File: config.mk
export PLATFORM = sky130hd
export DESIGN_NAME = axi_mst_flat
export DESIGN_NICKNAME = d
export VERILOG_FILES = /design/src/rtl/axi_mst_if.sv /design/src/rtl/axi_mst.sv /design/src/flat_wrapper.sv
export SDC_FILE = /design/constraint.sdc
export NUM_CORES = 1
export LEC_CHECK = 0
export BUFFER_PORTS_ARGS = -buffer_cell sky130_fd_sc_hd__buf_2
export CAP_MARGIN = 30
export CORE_AREA = 2 2 185 187
export DETAILED_ROUTE_END_ITERATION = 16
export DIE_AREA = 0 0 187 189
export PLACE_DENSITY_LB_ADDON = 0.25
export REMOVE_ABC_BUFFERS = 1
export SYNTH_ARGS = -nofsm -noshare
export SYNTH_HDL_FRONTEND = slang
export SYNTH_SLANG_ARGS = --single-unit
File: constraint.sdc
create_clock -name i_clk -period 2.41 [get_ports i_clk]
set_input_delay 0.3615 -clock i_clk [delete_from_list [all_inputs] [get_ports i_clk]]
set_output_delay 0.3615 -clock i_clk [all_outputs]
set_load 0.005 [all_outputs]
File: src/rtl/axi_mst_if.sv
// AXI4 master-side bus bundle used between axi_mst and the system interconnect.
// Only the fields the bridge drives or consumes are carried.
interface axi_mst_if #(
  parameter int ADDR_BITS = 32,
  parameter int DATA_BITS = 64,
  parameter int ID_BITS   = 5,
  parameter int USER_BITS = 1
);
  localparam int STRB_BITS = DATA_BITS / 8;

  logic                 aw_valid;
  logic                 aw_ready;
  logic [ADDR_BITS-1:0] aw_addr;
  logic [7:0]           aw_len;
  logic [2:0]           aw_size;
  logic [1:0]           aw_burst;
  logic                 aw_lock;
  logic [3:0]           aw_cache;
  logic [2:0]           aw_prot;
  logic [3:0]           aw_qos;
  logic [3:0]           aw_region;
  logic [ID_BITS-1:0]   aw_id;
  logic [USER_BITS-1:0] aw_user;

  logic                 w_valid;
  logic                 w_ready;
  logic [DATA_BITS-1:0] w_data;
  logic [STRB_BITS-1:0] w_strb;
  logic                 w_last;
  logic [USER_BITS-1:0] w_user;

  logic                 b_valid;
  logic                 b_ready;
  logic [1:0]           b_resp;

  logic                 ar_valid;
  logic                 ar_ready;
  logic [ADDR_BITS-1:0] ar_addr;
  logic [7:0]           ar_len;
  logic [2:0]           ar_size;
  logic [1:0]           ar_burst;
  logic                 ar_lock;
  logic [3:0]           ar_cache;
  logic [2:0]           ar_prot;
  logic [3:0]           ar_qos;
  logic [3:0]           ar_region;
  logic [ID_BITS-1:0]   ar_id;
  logic [USER_BITS-1:0] ar_user;

  logic                 r_valid;
  logic                 r_ready;
  logic [DATA_BITS-1:0] r_data;
  logic [1:0]           r_resp;
  logic                 r_last;

  modport master (
    output aw_valid, aw_addr, aw_len, aw_size, aw_burst, aw_lock, aw_cache,
           aw_prot, aw_qos, aw_region, aw_id, aw_user,
    input  aw_ready,
    output w_valid, w_data, w_strb, w_last, w_user,
    input  w_ready,
    input  b_valid, b_resp,
    output b_ready,
    output ar_valid, ar_addr, ar_len, ar_size, ar_burst, ar_lock, ar_cache,
           ar_prot, ar_qos, ar_region, ar_id, ar_user,
    input  ar_ready,
    input  r_valid, r_data, r_resp, r_last,
    output r_ready
  );

  modport slave (
    input  aw_valid, aw_addr, aw_len, aw_size, aw_burst, aw_lock, aw_cache,
           aw_prot, aw_qos, aw_region, aw_id, aw_user,
    output aw_ready,
    input  w_valid, w_data, w_strb, w_last, w_user,
    output w_ready,
    output b_valid, b_resp,
    input  b_ready,
    input  ar_valid, ar_addr, ar_len, ar_size, ar_burst, ar_lock, ar_cache,
           ar_prot, ar_qos, ar_region, ar_id, ar_user,
    output ar_ready,
    output r_valid, r_data, r_resp, r_last,
    input  r_ready
  );
endinterface

File: src/rtl/axi_mst.sv
// Req/resp to AXI4 master bridge: one transaction in flight, INCR bursts of 1..256 beats,
// registered AXI valids and a single-entry response buffer.
module axi_mst #(
  parameter logic [4:0] req_id                = '0,
  parameter logic [0:0] req_user              = '0,
  parameter int         CFG_SYSBUS_ADDR_BITS  = 32,
  parameter int         CFG_SYSBUS_DATA_BITS  = 64,
  parameter int         CFG_SYSBUS_DATA_BYTES = CFG_SYSBUS_DATA_BITS / 8
) (
  input  logic                             i_clk,
  input  logic                             i_nrst,
  axi_mst_if.master                        xmst,
  input  logic                             i_req_valid,
  output logic                             o_req_ready,
  input  logic [CFG_SYSBUS_ADDR_BITS-1:0]  i_req_addr,
  input  logic                             i_req_write,
  input  logic [7:0]                       i_req_len,
  input  logic [2:0]                       i_req_size,
  input  logic [CFG_SYSBUS_DATA_BITS-1:0]  i_req_wdata,
  input  logic [CFG_SYSBUS_DATA_BYTES-1:0] i_req_wstrb,
  output logic                             o_resp_valid,
  output logic [CFG_SYSBUS_DATA_BITS-1:0]  o_resp_rdata,
  output logic                             o_resp_err,
  output logic                             o_resp_last,
  input  logic                             i_resp_ready
);
  localparam logic [2:0] ST_IDLE   = 3'd0;
  localparam logic [2:0] ST_ADDR_R = 3'd1;
  localparam logic [2:0] ST_DATA_R = 3'd2;
  localparam logic [2:0] ST_ADDR_W = 3'd3;
  localparam logic [2:0] ST_DATA_W = 3'd4;
  localparam logic [2:0] ST_WAIT_B = 3'd5;
  localparam logic [2:0] ST_RESP   = 3'd6;

  logic [2:0]                       state;
  logic [CFG_SYSBUS_ADDR_BITS-1:0]  addr;
  logic [7:0]                       len;
  logic [2:0]                       size;
  logic [CFG_SYSBUS_DATA_BITS-1:0]  wdata;
  logic [CFG_SYSBUS_DATA_BYTES-1:0] wstrb;
  logic [7:0]                       beat_cnt;
  logic                             err;
  logic                             ar_valid;
  logic                             aw_valid;
  logic                             w_valid;
  logic                             aw_done;
  logic                             resp_valid;
  logic [CFG_SYSBUS_DATA_BITS-1:0]  rdata;
  logic                             last;

  logic r_ready, b_ready, w_last;
  logic ar_hs, aw_hs, w_hs, r_hs, req_acc;
  logic unused_resp_bits;

  assign w_last  = (beat_cnt == len);
  // Readiness toward both sides is forced low while reset is asserted.
  assign r_ready = i_nrst & (state == ST_DATA_R) & (~resp_valid | i_resp_ready);
  assign b_ready = i_nrst & (state == ST_WAIT_B);
  assign ar_hs   = ar_valid & xmst.ar_ready;
  assign aw_hs   = aw_valid & xmst.aw_ready;
  assign w_hs    = w_valid & xmst.w_ready;
  assign r_hs    = xmst.r_valid & r_ready;
  assign req_acc = i_req_valid & o_req_ready;
  assign unused_resp_bits = xmst.r_resp[0] ^ xmst.b_resp[0];

  always_comb begin
    o_req_ready = 1'b0;
    if (i_nrst) begin
      case (state)
        ST_IDLE:   o_req_ready = ~resp_valid;
        ST_DATA_W: o_req_ready = ~w_valid;
        default:   o_req_ready = 1'b0;
      endcase
    end
  end

  always_ff @(posedge i_clk) begin
    if (!i_nrst) begin
      state      <= ST_IDLE;
      addr       <= '0;
      len        <= '0;
      size       <= '0;
      wdata      <= '0;
      wstrb      <= '0;
      beat_cnt   <= '0;
      err        <= 1'b0;
      ar_valid   <= 1'b0;
      aw_valid   <= 1'b0;
      w_valid    <= 1'b0;
      aw_done    <= 1'b0;
      resp_valid <= 1'b0;
      rdata      <= '0;
      last       <= 1'b0;
    end else begin
      case (state)
        ST_IDLE: if (req_acc) begin
          addr     <= i_req_addr;
          len      <= i_req_len;
          size     <= i_req_size;
          wdata    <= i_req_wdata;
          wstrb    <= i_req_wstrb;
          beat_cnt <= '0;
          err      <= 1'b0;
          aw_done  <= 1'b0;
          if (i_req_write) begin
            aw_valid <= 1'b1;
            w_valid  <= 1'b1;
            state    <= ST_ADDR_W;
          end else begin
            ar_valid <= 1'b1;
            state    <= ST_ADDR_R;
          end
        end
        ST_ADDR_R: if (ar_hs) begin
          ar_valid <= 1'b0;
          state    <= ST_DATA_R;
        end
        ST_DATA_R: begin
          if (r_hs) begin
            resp_valid <= 1'b1;
            rdata      <= xmst.r_data;
            err        <= xmst.r_resp[1];
            last       <= xmst.r_last;
            if (xmst.r_last) state <= ST_RESP;
          end else if (i_resp_ready) begin
            resp_valid <= 1'b0;
          end
        end
        ST_ADDR_W: begin
          if (aw_hs) begin
            aw_valid <= 1'b0;
            aw_done  <= 1'b1;
          end
          if (w_hs) begin
            w_valid  <= 1'b0;
            beat_cnt <= beat_cnt + 8'd1;
          end
          // First beat is done once beat_cnt has left zero or is handshaking now.
          if ((aw_done | aw_hs) & ((beat_cnt != 8'd0) | w_hs))
            state <= (len == 8'd0) ? ST_WAIT_B : ST_DATA_W;
        end
        ST_DATA_W: begin
          if (req_acc) begin
            wdata   <= i_req_wdata;
            wstrb   <= i_req_wstrb;
            w_valid <= 1'b1;
          end
          if (w_hs) begin
            w_valid  <= 1'b0;
            beat_cnt <= beat_cnt + 8'd1;
            if (w_last) state <= ST_WAIT_B;
          end
        end
        ST_WAIT_B: if (xmst.b_valid) begin
          err        <= xmst.b_resp[1];
          resp_valid <= 1'b1;
          last       <= 1'b1;
          rdata      <= '0;
          state      <= ST_RESP;
        end
        ST_RESP: if (i_resp_ready) begin
          resp_valid <= 1'b0;
          last       <= 1'b0;
          state      <= ST_IDLE;
        end
        default: state <= ST_IDLE;
      endcase
    end
  end

  assign xmst.aw_valid  = aw_valid;
  assign xmst.aw_addr   = addr;
  assign xmst.aw_len    = len;
  assign xmst.aw_size   = size;
  assign xmst.aw_burst  = 2'b01;
  assign xmst.aw_lock   = 1'b0;
  assign xmst.aw_cache  = '0;
  assign xmst.aw_prot   = '0;
  assign xmst.aw_qos    = '0;
  assign xmst.aw_region = '0;
  assign xmst.aw_id     = req_id;
  assign xmst.aw_user   = req_user;
  assign xmst.w_valid   = w_valid;
  assign xmst.w_data    = wdata;
  assign xmst.w_strb    = wstrb;
  assign xmst.w_last    = w_last;
  assign xmst.w_user    = req_user;
  assign xmst.b_ready   = b_ready;
  assign xmst.ar_valid  = ar_valid;
  assign xmst.ar_addr   = addr;
  assign xmst.ar_len    = len;
  assign xmst.ar_size   = size;
  assign xmst.ar_burst  = 2'b01;
  assign xmst.ar_lock   = 1'b0;
  assign xmst.ar_cache  = '0;
  assign xmst.ar_prot   = '0;
  assign xmst.ar_qos    = '0;
  assign xmst.ar_region = '0;
  assign xmst.ar_id     = req_id;
  assign xmst.ar_user   = req_user;
  assign xmst.r_ready   = r_ready;

  assign o_resp_valid = resp_valid;
  assign o_resp_rdata = rdata;
  assign o_resp_err   = err;
  assign o_resp_last  = last;
endmodule

File: src/flat_wrapper.sv
// flat-port wrapper written by rule: the top's interface ports become plain ports
module axi_mst_flat 
#(
  parameter logic [4:0] req_id                = '0,
  parameter logic [0:0] req_user              = '0,
  parameter int         CFG_SYSBUS_ADDR_BITS  = 32,
  parameter int         CFG_SYSBUS_DATA_BITS  = 64,
  parameter int         CFG_SYSBUS_DATA_BYTES = CFG_SYSBUS_DATA_BITS / 8
)
  (i_clk, i_nrst, i_req_valid, o_req_ready, i_req_addr, i_req_write, i_req_len, i_req_size, i_req_wdata, i_req_wstrb, o_resp_valid, o_resp_rdata, o_resp_err, o_resp_last, i_resp_ready, xmst_aw_valid, xmst_aw_addr, xmst_aw_len, xmst_aw_size, xmst_aw_burst, xmst_aw_lock, xmst_aw_cache, xmst_aw_prot, xmst_aw_qos, xmst_aw_region, xmst_aw_id, xmst_aw_user, xmst_aw_ready, xmst_w_valid, xmst_w_data, xmst_w_strb, xmst_w_last, xmst_w_user, xmst_w_ready, xmst_b_valid, xmst_b_resp, xmst_b_ready, xmst_ar_valid, xmst_ar_addr, xmst_ar_len, xmst_ar_size, xmst_ar_burst, xmst_ar_lock, xmst_ar_cache, xmst_ar_prot, xmst_ar_qos, xmst_ar_region, xmst_ar_id, xmst_ar_user, xmst_ar_ready, xmst_r_valid, xmst_r_data, xmst_r_resp, xmst_r_last, xmst_r_ready);
  axi_mst_if xmst_i ();
  input  logic i_clk;
  input  logic i_nrst;
  input  logic i_req_valid;
  output logic o_req_ready;
  input  logic [CFG_SYSBUS_ADDR_BITS-1:0] i_req_addr;
  input  logic i_req_write;
  input  logic [7:0] i_req_len;
  input  logic [2:0] i_req_size;
  input  logic [CFG_SYSBUS_DATA_BITS-1:0] i_req_wdata;
  input  logic [CFG_SYSBUS_DATA_BYTES-1:0] i_req_wstrb;
  output logic o_resp_valid;
  output logic [CFG_SYSBUS_DATA_BITS-1:0] o_resp_rdata;
  output logic o_resp_err;
  output logic o_resp_last;
  input  logic i_resp_ready;
  output wire logic [$bits(xmst_i.aw_valid)-1:0] xmst_aw_valid;
  output wire logic [$bits(xmst_i.aw_addr)-1:0] xmst_aw_addr;
  output wire logic [$bits(xmst_i.aw_len)-1:0] xmst_aw_len;
  output wire logic [$bits(xmst_i.aw_size)-1:0] xmst_aw_size;
  output wire logic [$bits(xmst_i.aw_burst)-1:0] xmst_aw_burst;
  output wire logic [$bits(xmst_i.aw_lock)-1:0] xmst_aw_lock;
  output wire logic [$bits(xmst_i.aw_cache)-1:0] xmst_aw_cache;
  output wire logic [$bits(xmst_i.aw_prot)-1:0] xmst_aw_prot;
  output wire logic [$bits(xmst_i.aw_qos)-1:0] xmst_aw_qos;
  output wire logic [$bits(xmst_i.aw_region)-1:0] xmst_aw_region;
  output wire logic [$bits(xmst_i.aw_id)-1:0] xmst_aw_id;
  output wire logic [$bits(xmst_i.aw_user)-1:0] xmst_aw_user;
  input wire logic [$bits(xmst_i.aw_ready)-1:0] xmst_aw_ready;
  output wire logic [$bits(xmst_i.w_valid)-1:0] xmst_w_valid;
  output wire logic [$bits(xmst_i.w_data)-1:0] xmst_w_data;
  output wire logic [$bits(xmst_i.w_strb)-1:0] xmst_w_strb;
  output wire logic [$bits(xmst_i.w_last)-1:0] xmst_w_last;
  output wire logic [$bits(xmst_i.w_user)-1:0] xmst_w_user;
  input wire logic [$bits(xmst_i.w_ready)-1:0] xmst_w_ready;
  input wire logic [$bits(xmst_i.b_valid)-1:0] xmst_b_valid;
  input wire logic [$bits(xmst_i.b_resp)-1:0] xmst_b_resp;
  output wire logic [$bits(xmst_i.b_ready)-1:0] xmst_b_ready;
  output wire logic [$bits(xmst_i.ar_valid)-1:0] xmst_ar_valid;
  output wire logic [$bits(xmst_i.ar_addr)-1:0] xmst_ar_addr;
  output wire logic [$bits(xmst_i.ar_len)-1:0] xmst_ar_len;
  output wire logic [$bits(xmst_i.ar_size)-1:0] xmst_ar_size;
  output wire logic [$bits(xmst_i.ar_burst)-1:0] xmst_ar_burst;
  output wire logic [$bits(xmst_i.ar_lock)-1:0] xmst_ar_lock;
  output wire logic [$bits(xmst_i.ar_cache)-1:0] xmst_ar_cache;
  output wire logic [$bits(xmst_i.ar_prot)-1:0] xmst_ar_prot;
  output wire logic [$bits(xmst_i.ar_qos)-1:0] xmst_ar_qos;
  output wire logic [$bits(xmst_i.ar_region)-1:0] xmst_ar_region;
  output wire logic [$bits(xmst_i.ar_id)-1:0] xmst_ar_id;
  output wire logic [$bits(xmst_i.ar_user)-1:0] xmst_ar_user;
  input wire logic [$bits(xmst_i.ar_ready)-1:0] xmst_ar_ready;
  input wire logic [$bits(xmst_i.r_valid)-1:0] xmst_r_valid;
  input wire logic [$bits(xmst_i.r_data)-1:0] xmst_r_data;
  input wire logic [$bits(xmst_i.r_resp)-1:0] xmst_r_resp;
  input wire logic [$bits(xmst_i.r_last)-1:0] xmst_r_last;
  output wire logic [$bits(xmst_i.r_ready)-1:0] xmst_r_ready;
  assign xmst_aw_valid = xmst_i.aw_valid;
  assign xmst_aw_addr = xmst_i.aw_addr;
  assign xmst_aw_len = xmst_i.aw_len;
  assign xmst_aw_size = xmst_i.aw_size;
  assign xmst_aw_burst = xmst_i.aw_burst;
  assign xmst_aw_lock = xmst_i.aw_lock;
  assign xmst_aw_cache = xmst_i.aw_cache;
  assign xmst_aw_prot = xmst_i.aw_prot;
  assign xmst_aw_qos = xmst_i.aw_qos;
  assign xmst_aw_region = xmst_i.aw_region;
  assign xmst_aw_id = xmst_i.aw_id;
  assign xmst_aw_user = xmst_i.aw_user;
  assign xmst_i.aw_ready = xmst_aw_ready;
  assign xmst_w_valid = xmst_i.w_valid;
  assign xmst_w_data = xmst_i.w_data;
  assign xmst_w_strb = xmst_i.w_strb;
  assign xmst_w_last = xmst_i.w_last;
  assign xmst_w_user = xmst_i.w_user;
  assign xmst_i.w_ready = xmst_w_ready;
  assign xmst_i.b_valid = xmst_b_valid;
  assign xmst_i.b_resp = xmst_b_resp;
  assign xmst_b_ready = xmst_i.b_ready;
  assign xmst_ar_valid = xmst_i.ar_valid;
  assign xmst_ar_addr = xmst_i.ar_addr;
  assign xmst_ar_len = xmst_i.ar_len;
  assign xmst_ar_size = xmst_i.ar_size;
  assign xmst_ar_burst = xmst_i.ar_burst;
  assign xmst_ar_lock = xmst_i.ar_lock;
  assign xmst_ar_cache = xmst_i.ar_cache;
  assign xmst_ar_prot = xmst_i.ar_prot;
  assign xmst_ar_qos = xmst_i.ar_qos;
  assign xmst_ar_region = xmst_i.ar_region;
  assign xmst_ar_id = xmst_i.ar_id;
  assign xmst_ar_user = xmst_i.ar_user;
  assign xmst_i.ar_ready = xmst_ar_ready;
  assign xmst_i.r_valid = xmst_r_valid;
  assign xmst_i.r_data = xmst_r_data;
  assign xmst_i.r_resp = xmst_r_resp;
  assign xmst_i.r_last = xmst_r_last;
  assign xmst_r_ready = xmst_i.r_ready;
  axi_mst #(.req_id(req_id), .req_user(req_user), .CFG_SYSBUS_ADDR_BITS(CFG_SYSBUS_ADDR_BITS), .CFG_SYSBUS_DATA_BITS(CFG_SYSBUS_DATA_BITS), .CFG_SYSBUS_DATA_BYTES(CFG_SYSBUS_DATA_BYTES)) u_core (.i_clk(i_clk), .i_nrst(i_nrst), .xmst(xmst_i), .i_req_valid(i_req_valid), .o_req_ready(o_req_ready), .i_req_addr(i_req_addr), .i_req_write(i_req_write), .i_req_len(i_req_len), .i_req_size(i_req_size), .i_req_wdata(i_req_wdata), .i_req_wstrb(i_req_wstrb), .o_resp_valid(o_resp_valid), .o_resp_rdata(o_resp_rdata), .o_resp_err(o_resp_err), .o_resp_last(o_resp_last), .i_resp_ready(i_resp_ready));
endmodule
# [Yosys cells after proc, flatten, opt, wreduce, memory -nomap -nowiden]
# Cells that the tools add are included.
[op_classes] n_addsub=1 n_eq_ne=22 n_mux=45 bitwise_logic=14 reduce_logical=24
[op_table] cell="$mux W64" n=2
[op_table] cell="$pmux W64 S2" n=1
[op_table] cell="$mux W3" n=9
[op_table] cell="$pmux W3 S7" n=1
[op_table] cell="$mux W1" n=20
[op_table] cell="$mux W8" n=2
[op_table] cell="$ne A2 B1 Y1 const B" n=8
[op_table] cell="$pmux W8 S2" n=1
[op_table] cell="$reduce_and A4 Y1" n=4
[op_table] cell="$ne A2 B2 Y1 const B" n=6
[op_table] cell="$pmux W1 S3" n=4
[op_table] cell="$and A1 B1 Y1" n=9
[op_table] cell="$eq A3 B3 Y1 const B" n=3
[op_table] cell="$reduce_and A3 Y1" n=3
[op_table] cell="$reduce_and A9 Y1" n=1
[op_table] cell="$reduce_bool A3 Y1" n=3
[op_table] cell="$add A8 B1 Y8 const B" n=1
[op_table] cell="$eq A8 B8 Y1" n=1
[op_table] cell="$logic_not A8 Y1" n=1
[op_table] cell="$pmux W1 S2" n=4
[op_table] cell="$reduce_bool A2 Y1" n=4
[op_table] cell="$reduce_bool A8 Y1" n=1
[op_table] cell="$eq A3 B2 Y1 const B" n=2
[op_table] cell="$reduce_and A2 Y1" n=3
[op_table] cell="other kinds (8)" n=12
[totals] reg_bits=197 input_bits=194 out_inout_bits=281 wordCells=121

# [Logic depth before layout (Yosys ltp)]
# Gate-level depths: netlist (run 1).
[logic_depth] depth_word=7 ltp_mapped=8

# [Worst setup path before layout (run 1)]
# No wires, ideal clock.
[synth_path] path_type="register to register" from="register u_core.state[2]" to="register u_core.rdata[26] (netlist: u_core.o_resp_rdata[26])" arrival_time_ns=1.595 t_required_ns=2.282 slack_ns=0.688 path_stages_with_launch=9 path_buffers=3 synth_period_minus_slack_ns=1.722 path_cell_list="dfxtp_1 > buf_6 > or3b_1 > nor3_2 > nor2_1 > buf_2 > buf_2 > a22oi_1 > nor2_1"
[synth_between] elab_chain_cells=6 elab_cells_between_ends=10 cone_classes="4 x eq/ne; 1 x mux; 3 x bitwise; 2 x reduce/logical"
[synth_rtl] item="start: declaration" line="axi_mst.sv:35" rtl="logic [2:0] state;"
[synth_rtl] item="start signal: assignment" line="axi_mst.sv:140" rtl="state <= (len == 8'd0) ? ST_WAIT_B : ST_DATA_W;"
[synth_rtl] item="$eq A3 B2 Y1" line="axi_mst.sv:57, axi_mst.sv:95"
[synth_rtl] item="$and A1 B1 Y1 (2 in series)" line="axi_mst.sv:57" rtl="assign r_ready = i_nrst & (state == ST_DATA_R) & (~resp_valid | i_resp_ready);"
[synth_rtl] item="$and A1 B1 Y1" line="axi_mst.sv:62" rtl="assign r_hs = xmst.r_valid & r_ready;"
[synth_rtl] item="$ne A2 B1 Y1 (no source line)"
[synth_rtl] item="$reduce_and A3 Y1 (no source line)"
[synth_rtl] item="end signal: assignment" line="axi_mst.sv:121" rtl="rdata <= xmst.r_data;"
[synth_rtl] item="end: declaration" line="axi_mst.sv:48" rtl="logic [CFG_SYSBUS_DATA_BITS-1:0] rdata;"
# Parallel ways exist; a longest one is shown, timed or not.
# A chain may end at the register's enable or synchronous reset.

# [Worst setup path after layout (run 1)]
[layout_path] from="register u_core.state[0]" to="output xmst_r_ready"
[layout_between] elab_chain_cells=3
[layout_rtl] item="$eq A3 B2 Y1" line="axi_mst.sv:57"
[layout_rtl] item="$and A1 B1 Y1 (2 in series)" line="axi_mst.sv:57"
[layout_rtl] item="end: declaration" line="flat_wrapper.sv:66" rtl="output wire logic [$bits(xmst_i.r_ready)-1:0] xmst_r_ready;"
# No other way between the ends.

==> results.py, run 1 <==
metrics = {
    "detailed_routing": {
        "drtPass1Iterations": 4,
        "vias": 7549,
        "wl_per_cell_um": 14.2,
        "vias_per_cell": 4.24,
        "drc": 0,
        "drtAntennaViolNets": 0,
        "dr.first_iter.drc_count": 281,
        "drt_wl_total_um": 25300,
    },
    "synth": {
        "synth_common_cells": "244 x nand2_1, 197 x dfxtp_1, 124 x a21oi_1, 93 x buf_4, 81 x nor2_1",
        "yosysSeqAreaShare": 0.492,
        "netlist-cell-type-count": 53,
        "synth_cells": 973,
        "synth_ff_type": "dfxtp_1",
        "yosys_warnings": 0,
        "synth.most_common_cell": "nand2_1",
        "ys_top_cells_by_area": "dfxtp_1 49%, nand2_1 11%, buf_4 8.7%, a21oi_1 7.7%, a22oi_1 6.0%",
        "synth_edf_count": 0,
        "ys_ff_latch": 197,
        "netlist_area_um2": 8010,
        "syn_area_per_cell_um2": 8.23,
        "async_reset_ff_frac": 0,
        "synth_top_area_cell": "dfxtp_1",
        "synth_top_area_frac": 0.492,
    },
    "clocking": {
        "cts-root-buf": "clkbuf_16",
        "numCtsBuffers": 17,
        "ctsHoldBuffers": 0,
        "clockBufferDepth": 2,
        "clkSinkCount": 197,
        "clkLatencyLatePin_ns": 0.44,
        "cts_tree": "built",
        "cts_setup_buffers": 0,
        "path_clk_slew_ns": 0.08,
        "htreeDepth": 4,
        "ctsResizeCount": 0,
    },
    "die": {
        "start_util": 0.241,
        "chipHeight_um": 189,
        "boundaryPins": 475,
        "rows": 67,
        "die_w_um": 187,
        "die-area_um2": 35300,
        "coreArea_um2": 33300,
    },
    "timing": {
        "fmax_mhz": 465,
        "rsz0062_at_grt": "no",
        "period_share": 0.891,
        "maxSlewViolCount": 0,
        "relSlewSlack": 0.641,
        "finClkSkew_ns": 0.00843,
        "hold_violations": 0,
        "period_needed_ns": 2.15,
        "setup_viol": 0,
        "worst_pin_slew_ns": 0.530,
    },
    "worst_setup_path": {
        "cp-start-kind": "register",
        "critical_path_class": "reg -> out",
        "arrival_ns": 1.79,
        "slowest_delay_ns": 0.48,
        "end_kind": "output port",
        "ff2ff_path_depth": 5,
        "cp_cell_sequence": "or3b_1 > nor3_1 > buf_2",
        "cp_slowest_cell": "or3b_1",
        "crit_fanout": 13,
        "crit_required_ns": 2.05,
    },
    "finish": {
        "antenna_cells": 0,
        "area_growth_pct": 33.9,
        "design_area_um2": 10700,
        "final_core_util": 0.322,
        "final_nets": 1516,
        "layout-drive-gt1-share": 0.363,
    },
    "pwr": {
        "total_power_w": 0.00899,
        "p_leak_nw": 5.04,
        "power-per-cell-area_nw_per_um2": 839,
        "peakVddDrop_mv": 0.464,
    },
    "global_route": {
        "grt_max_degree": 103,
        "grt_use_total": 0.137,
        "antenna_found_initial": 1,
        "grt_overflow_total": 0,
        "grt_pass1_wl_um": 38100,
        "grt_pass1_vias": 6921,
    },
    "place": {
        "hpwl_um": 18200,
        "place.gp.congestion": 0.786,
        "port_buffers": 423,
        "dpl-instance-area_um2": 10100,
    },
    "outcome": {
        "status": "completed",
    },
    "job": {
        "cap_violations": 0,
    },
    "min_path": {
        "hold_path.class": "in -> reg",
        "holdPathStages": 3,
    },
}
[power breakdown]
part           internal [W]  switching (W)
registers           0.00355       0.000242
logic              0.000943        0.00128
clock network       0.00160        0.00138
[metal layers]
| metal | part of all wire | track usage |
|---|---|---|
| met5 | 0 | 0 |
| met4 | 0.0066 | 0.0394 |
| met3 | 0.076 | 0.0519 |
| met2 | 0.51 | 0.236 |
| met1 | 0.41 | 0.158 |
[cells in the final DEF (no fill, tap or decap), types with 2 or more instances in the layout]
| cell type | n |
|---|---|
| nor3_1 | 4 |
| nor2_4 | 2 |
| o211a_1 | 2 |
| o21a_1 | 3 |
| inv_6 | 5 |
| inv_8 | 3 |
| nor4_1 | 2 |
| inv_1 | 9 |
| dfxtp_1 | 196 |
| a21boi_0 | 3 |
| mux2_2 | 2 |
| nand2_1 | 244 |
| clkbuf_16 | 17 |
| o21ai_0 | 7 |
| and3_1 | 5 |
| xnor2_1 | 8 |
| a22oi_1 | 64 |
| a21oi_1 | 124 |
| nor2_1 | 79 |
| nor3b_1 | 2 |
| a311o_1 | 2 |
| nand4_1 | 5 |
| or3_1 | 2 |
| a311oi_1 | 2 |
| buf_2 | 423 |
| buf_12 | 8 |
| o221a_2 | 2 |
| buf_4 | 7 |
| bufinv_16 | 2 |
| clkinv_4 | 2 |
| nand3_1 | 5 |
| nand3b_1 | 2 |
| and2_1 | 3 |
| a31oi_1 | 3 |
| o31ai_1 | 2 |
| ha_1 | 3 |
| nor2b_1 | 3 |
| conb_1 | 49 |
[area by class of cell]
type / instances / area [um2]
multi-input combinational: 655 / 3250
clock inverter: 13 / 159
sequential: 197 / 3950
fill: 3611 / 22600
timing repair buffer: 438 / 2330
tap: 448 / 561
clock buffer: 19 / 443
inverter: 10 / 42.5
[logic make-up after synthesis]
kind of cell	synth area share
AO/OA/AOI/OAI	0.171
XOR/XNOR	0.00875
adder cells (fa/ha/maj)	0.00469
buffers and inverters	0.128
flip-flops	0.492
multiplexers	0.00687
other	0.000938
AND/OR/NAND/NOR	0.188
[worst max-delay path: cells and delay by family (launching register included)]
| family | cells | cell delay, ns |
|---|---|---|
| AND/OR/NAND/NOR | 2 | 0.71 |
| buffers and inverters | 1 | 0.20 |
| flip-flops | 1 | 0.44 |
[registers in the layout (all words and copies together) (netlist names)]
signal,cells
u_core.aw_done,1
u_core.beat_cnt,8
u_core.o_resp_err,1
u_core.o_resp_last,1
u_core.o_resp_rdata,64
u_core.o_resp_valid,1
u_core.state,3
u_core.xmst.ar_addr,32
u_core.xmst.ar_len,8
u_core.xmst.ar_size,3
u_core.xmst.ar_valid,1
u_core.xmst.aw_valid,1
u_core.xmst.w_data,64
u_core.xmst.w_strb,8
u_core.xmst.w_valid,1
[through the flow]
step	TNS [ns]	cells	setup WS [ns]	hold WS, ns
6_report	0	1780	0.262	0.146
2_1_floorplan	-380.53	862	-2.71	0.441
3_3_place_gp	0	1748	0.345	0.438
4_1_cts	0	1780	0.0623	0.109
5_1_grt	0	1780	0.0711	0.104
3_5_place_dp	0	1748	0.312	0.443
[worst paths after layout]
path                                          endpoint                                 from  slack (ns)
setup / recovery                          xmst_r_ready         u_core.state[0]$_SDFFE_PN0P_        0.26
hold / removal    u_core.xmst.ar_addr[25]$_SDFFE_PN0P_                       i_req_addr[25]        0.15
setup reg to reg       u_core.beat_cnt[7]$_SDFFE_PN0P_         u_core.state[2]$_SDFFE_PN0P_        0.32
hold reg to reg    u_core.xmst.w_data[61]$_SDFFE_PN0P_  u_core.xmst.w_data[61]$_SDFFE_PN0P_        0.45
(Power assumes the default switching activity.)
==> run 2, diff against run 1 <==
- RECOVER_POWER: not set -> 100
==> results.py, run 2 (same netlist as run 1, synthesis figures left out) <==
metrics = {
    "outcome": {
        "status": "completed",
    },
    "finish": {
        "fillers": 3679,
        "layout-drive-gt1-share": 0.276,
        "final_cell_mix": "310 x buf_2, 244 x nand2_1, 196 x dfxtp_1",
        "finalNonFillerCells": 1780,
        "final_nets": 1516,
        "antenna_cells": 0,
        "multi_input_area_um2": 3210,
        "design_area_um2": 10500,
        "final_core_util": 0.316,
        "regArea_um2": 3950,
        "layout_commonest_cell": "buf_2",
        "area_growth_pct": 31.4,
    },
    "die": {
        "start_util": 0.241,
        "chipHeight_um": 189,
        "die_w_um": 187,
        "die-area_um2": 35300,
        "coreArea_um2": 33300,
        "rows": 67,
        "boundaryPins": 475,
    },
    "clocking": {
        "cts_tree": "built",
        "numCtsBuffers": 17,
        "clkSinkCount": 197,
        "cts_setup_buffers": 0,
        "clockBufferDepth": 2,
        "htreeDepth": 4,
        "path_clk_slew_ns": 0.08,
        "clkLatencyLatePin_ns": 0.45,
        "cts-root-buf": "clkbuf_16",
    },
    "timing": {
        "rsz0062_at_grt": "no",
        "setup_viol": 0,
        "fmax_mhz": 454,
        "maxSlewViolCount": 0,
        "finClkSkew_ns": 0.0104,
        "period_share": 0.913,
        "worst_pin_slew_ns": 0.805,
        "fin_tns_setup_ns": 0,
        "hold_violations": 0,
        "period_needed_ns": 2.20,
        "relSlewSlack": 0.456,
    },
    "place": {
        "dpl-instance-area_um2": 10100,
        "dp.cells": 1748,
        "port_buffers": 423,
        "hpwl_um": 18200,
        "place.gp.congestion": 0.786,
    },
    "worst_setup_path": {
        "slowest_delay_ns": 0.45,
        "rrSetupSlack_ns": 0.23,
        "cp-start-kind": "register",
        "critical_path_class": "reg -> out",
        "cp_cell_sequence": "clkbuf_2 > nor2b_1 > and3_1 > clkbuf_1",
        "crit_fanout": 10,
        "end_kind": "output port",
        "ff2ff_path_depth": 5,
        "cp_slowest_cell": "dfxtp_1",
        "r2r_end": "u_core.o_resp_rdata[1]$_SDFFE_PN0P_",
        "crit_required_ns": 2.05,
        "arrival_ns": 1.84,
        "r2r-start": "u_core.state[0]$_SDFFE_PN0P_",
    },
    "pwr": {
        "p_leak_nw": 4.54,
        "peakVddDrop_mv": 0.463,
        "total_power_w": 0.00890,
        "power-per-cell-area_nw_per_um2": 846,
    },
    "detailed_routing": {
        "wl_per_cell_um": 14.2,
        "vias_per_cell": 4.24,
        "dr.first_iter.drc_count": 331,
        "drtAntennaViolNets": 0,
        "drc": 0,
        "drtPass1Iterations": 4,
        "vias": 7545,
        "drt_wl_total_um": 25300,
    },
    "global_route": {
        "grt_overflow_total": 0,
        "grt_max_degree": 103,
        "grt_pass1_vias": 6921,
        "antenna_found_initial": 1,
        "grt_pass1_wl_um": 38100,
        "grt_use_total": 0.137,
    },
    "min_path": {
        "hold_path_end": "u_core.xmst.w_data[3]$_SDFFE_PN0P_",
        "hold_path.class": "in -> reg",
        "holdPathStages": 3,
        "min_from": "i_req_wdata[3]",
    },
    "job": {
        "cap_violations": 0,
    },
}
[run 2: worst max-delay path: cells and delay by family, from the launching register on]
family | cells | cell delay (ns)
AND/OR/NAND/NOR | 2 | 0.48
buffers and inverters | 2 | 0.47
flip-flops | 1 | 0.45
[run 2: final cells by class]
class | count | area share
inverter | 10 | 0.00404
timing repair buffer | 438 | 0.205
clock buffer | 19 | 0.0421
multi-input combinational | 655 | 0.305
tap | 448 | 0.0533
sequential | 197 | 0.375
clock inverter | 13 | 0.0151
[run 2: how the worst max path moves through the flow]
stage / start / end / slack, ns
after floorplan: u_core.state[1]$_SDFFE_PN0P_ / u_core.o_resp_rdata[0]$_SDFFE_PN0P_ / -2.71
after global placement: u_core.state[2]$_SDFFE_PN0P_ / u_core.beat_cnt[6]$_SDFFE_PN0P_ / 0.34
after detailed placement: u_core.state[2]$_SDFFE_PN0P_ / u_core.beat_cnt[7]$_SDFFE_PN0P_ / 0.31
after CTS: u_core.state[1]$_SDFFE_PN0P_ / xmst_r_ready / 0.06
after global routing: u_core.state[0]$_SDFFE_PN0P_ / u_core.o_resp_rdata[30]$_SDFFE_PN0P_ / 0.04
final: u_core.state[2]$_SDFFE_PN0P_ / xmst_b_ready / 0.21
[run 2: metal layers]
layer / global-route usage / share of wire / wire length (um)
met1: 0.158 / 0.41 / 10500
met2: 0.236 / 0.50 / 12700
met3: 0.0519 / 0.076 / 1910
met4: 0.0394 / 0.0088 / 223
met5: 0 / 0 / 0
[run 2: timing repair]
| action | 4_1_cts | 5_1_grt |
|---|---|---|
| hold buffers | 0 | 0 |
| gates resized for setup | 0 | 1 |
| endpoints found under the setup margin | 0 | 1 |
| endpoints found under the hold margin | 0 | 0 |
[run 2: where the power goes]
part	leakage, nW	internal, W	switching, W	total, W
logic	2.65	0.000863	0.00126	0.00213
registers	1.60	0.00356	0.000240	0.00380
clock network	0.295	0.00160	0.00138	0.00298
total	4.54	0.00601	0.00288	0.00890
[run 2: through the flow]
step / setup WS (ns) / hold slack, ns
detailed placement: 0.312 / 0.443
global placement: 0.345 / 0.438
floorplan: -2.71 / 0.441
finish: 0.210 / 0.144
CTS: 0.0623 / 0.109
global route: 0.0417 / 0.104
==> run 3, diff against run 2 <==
- CORE_AREA: 2 2 185 187 -> 2 2 184 186
- DIE_AREA: 0 0 187 189 -> 0 0 186 188
- clock period: 2.41 -> 2.54 ns (I/O delays scaled with it)
==> results.py, run 3 (same netlist as run 1, synthesis figures left out) <==
metrics = {
    "die": {
        "rows": 67,
        "coreArea_um2": 33100,
        "die-area_um2": 35000,
        "chipHeight_um": 188,
        "boundaryPins": 475,
        "start_util": 0.242,
        "die_w_um": 186,
    },
    "finish": {
        "design_area_um2": 10500,
        "fillers": 3706,
        "final_nets": 1519,
        "final_cell_mix": "290 x buf_2, 244 x nand2_1, 197 x dfxtp_1",
        "final_core_util": 0.317,
        "layout_commonest_cell": "buf_2",
        "area_growth_pct": 30.9,
        "layout-drive-gt1-share": 0.259,
    },
    "worst_setup_path": {
        "rrSetupSlack_ns": 0.33,
        "crit_required_ns": 2.16,
        "cpLargestDelayFamily": "simple AND/OR/NAND/NOR gates",
        "end_kind": "output port",
        "crit_fanout": 9,
        "timing.critical_path.depth": 4,
        "r2r-start": "u_core.o_resp_valid$_SDFFE_PN0P_",
        "r2r_end": "u_core.xmst.w_data[37]$_SDFFE_PN0P_",
        "crit_end": "xmst_r_ready",
        "cp_slowest_cell": "or3b_1",
        "path_buf_inv": 2,
        "arrival_ns": 1.87,
        "cp_cell_sequence": "or3b_1 > nor3_1 > clkbuf_1 > buf_2",
        "cp-startpoint": "u_core.state[2]$_SDFFE_PN0P_",
        "critical_path_class": "reg -> out",
        "slowest_delay_ns": 0.47,
        "cp-start-kind": "register",
        "ff2ff_path_depth": 6,
    },
    "detailed_routing": {
        "route.met3.wl_um": 2080,
        "dr.first_iter.drc_count": 332,
        "met1_length_um": 10100,
        "drt_wl_total_um": 25300,
        "wl_per_cell_um": 14.2,
        "wl_met2_um": 12500,
        "routed.top_layer": "met5",
        "drtPass1Iterations": 4,
        "vias_per_cell": 4.28,
        "drc": 0,
        "drtAntennaViolNets": 0,
        "vias": 7631,
    },
    "clocking": {
        "cts_setup_buffers": 0,
        "ctsHoldBuffers": 0,
        "htreeDepth": 4,
        "ctsResizeCount": 0,
        "clkSinkCount": 197,
        "path_clk_slew_ns": 0.08,
        "numCtsBuffers": 17,
        "cts-root-buf": "clkbuf_16",
        "cts_tree": "built",
        "clkLatencyLatePin_ns": 0.45,
        "clockBufferDepth": 2,
    },
    "timing": {
        "period_needed_ns": 2.25,
        "maxSlewViolCount": 0,
        "rsz0062_at_grt": "no",
        "period_share": 0.887,
        "worst_pin_slew_ns": 1.08,
        "hold_violations": 0,
        "fmax_mhz": 444,
        "relSlewSlack": 0.279,
        "setup_viol": 0,
        "finClkSkew_ns": 0.00949,
    },
    "outcome": {
        "status": "completed",
    },
    "place": {
        "place.gp.congestion": 0.761,
        "hpwl_um": 18200,
        "dpl-instance-area_um2": 10100,
        "port_buffers": 423,
    },
    "global_route": {
        "grt_use_total": 0.139,
        "antenna_found_initial": 3,
        "grt_overflow_total": 0,
        "grt_max_degree": 84,
        "grt_pass1_vias": 6940,
        "grt_pass1_wl_um": 37400,
    },
    "pwr": {
        "peakVddDrop_mv": 0.492,
        "total_power_w": 0.00830,
        "p_leak_nw": 4.43,
        "power-per-cell-area_nw_per_um2": 791,
    },
    "min_path": {
        "hold_path.class": "in -> reg",
    },
    "job": {
        "cap_violations": 0,
    },
}
==> run 3: cell types whose count changed in the layout (fill, tap and decap cells not counted), moves of 2 or more <==
| cell | delta |
|---|---|
| clkinv_8 | +4 |
| clkbuf_1 | +26 |
| clkbuf_4 | -2 |
| clkbuf_2 | -2 |
| buf_2 | -20 |
| bufinv_16 | -2 |
| buf_12 | -2 |
==> run 3: worst min path at each step <==
stage | cells past startpoint | end | slack, ns | startpoint
CTS | 3 | u_core.xmst.w_data[51]$_SDFFE_PN0P_ | 0.12 | i_req_wdata[51]
floorplan | 2 | u_core.aw_done$_SDFFE_PN0P_ | 0.44 | u_core.aw_done$_SDFFE_PN0P_
detailed placement | 2 | u_core.xmst.w_data[35]$_SDFFE_PN0P_ | 0.44 | u_core.xmst.w_data[35]$_SDFFE_PN0P_
finish | 3 | u_core.xmst.w_data[51]$_SDFFE_PN0P_ | 0.16 | i_req_wdata[51]
global route | 3 | u_core.xmst.w_data[33]$_SDFFE_PN0P_ | 0.12 | i_req_wdata[33]
global placement | 2 | u_core.xmst.w_data[54]$_SDFFE_PN0P_ | 0.44 | u_core.xmst.w_data[54]$_SDFFE_PN0P_
==> run 3: metal layers <==
metal / global-route usage / vias up
li1: - / 3809
met1: 0.154 / 3459
met2: 0.242 / 325
met3: 0.0456 / 36
met4: 0.0575 / 2
met5: 0 / -
==> run 3: power by group <==
part | internal, W | total, W | leakage [nW] | switching (W)
Sequential | 0.00337 | 0.00357 | 1.60 | 0.000202
Clock | 0.00132 | 0.00270 | 0.284 | 0.00138
Combinational | 0.000792 | 0.00202 | 2.55 | 0.00123
Total | 0.00548 | 0.00830 | 4.43 | 0.00281
==> run 3: area by class of cell <==
| cell class | count | area [um2] | share of cell area |
|---|---|---|---|
| antenna | 1 | 2.50 | 0.000239 |
| sequential | 197 | 3940 | 0.376 |
| timing repair buffer | 441 | 2110 | 0.202 |
| tap | 448 | 561 | 0.0535 |
| inverter | 10 | 42.5 | 0.00406 |
| clock inverter | 15 | 161 | 0.0154 |
| clock buffer | 17 | 425 | 0.0406 |
| multi-input combinational | 655 | 3230 | 0.308 |
==> run 3: stage by stage <==
stage / hold WS, ns / std cells / TNS [ns] / worst slack [ns]
floorplan: 0.441 / 862 / -356.54 / -2.58
global placement: 0.439 / 1751 / 0 / 0.501
detailed placement: 0.444 / 1751 / 0 / 0.500
CTS: 0.124 / 1783 / 0 / 0.260
global route: 0.118 / 1783 / 0 / 0.104
finish: 0.162 / 1784 / 0 / 0.287
==> run 3: worst min-delay path: stages <==
cell and delay (ns):
buf_2 0.09, nand2_1 0.04, a21oi_1 0.05
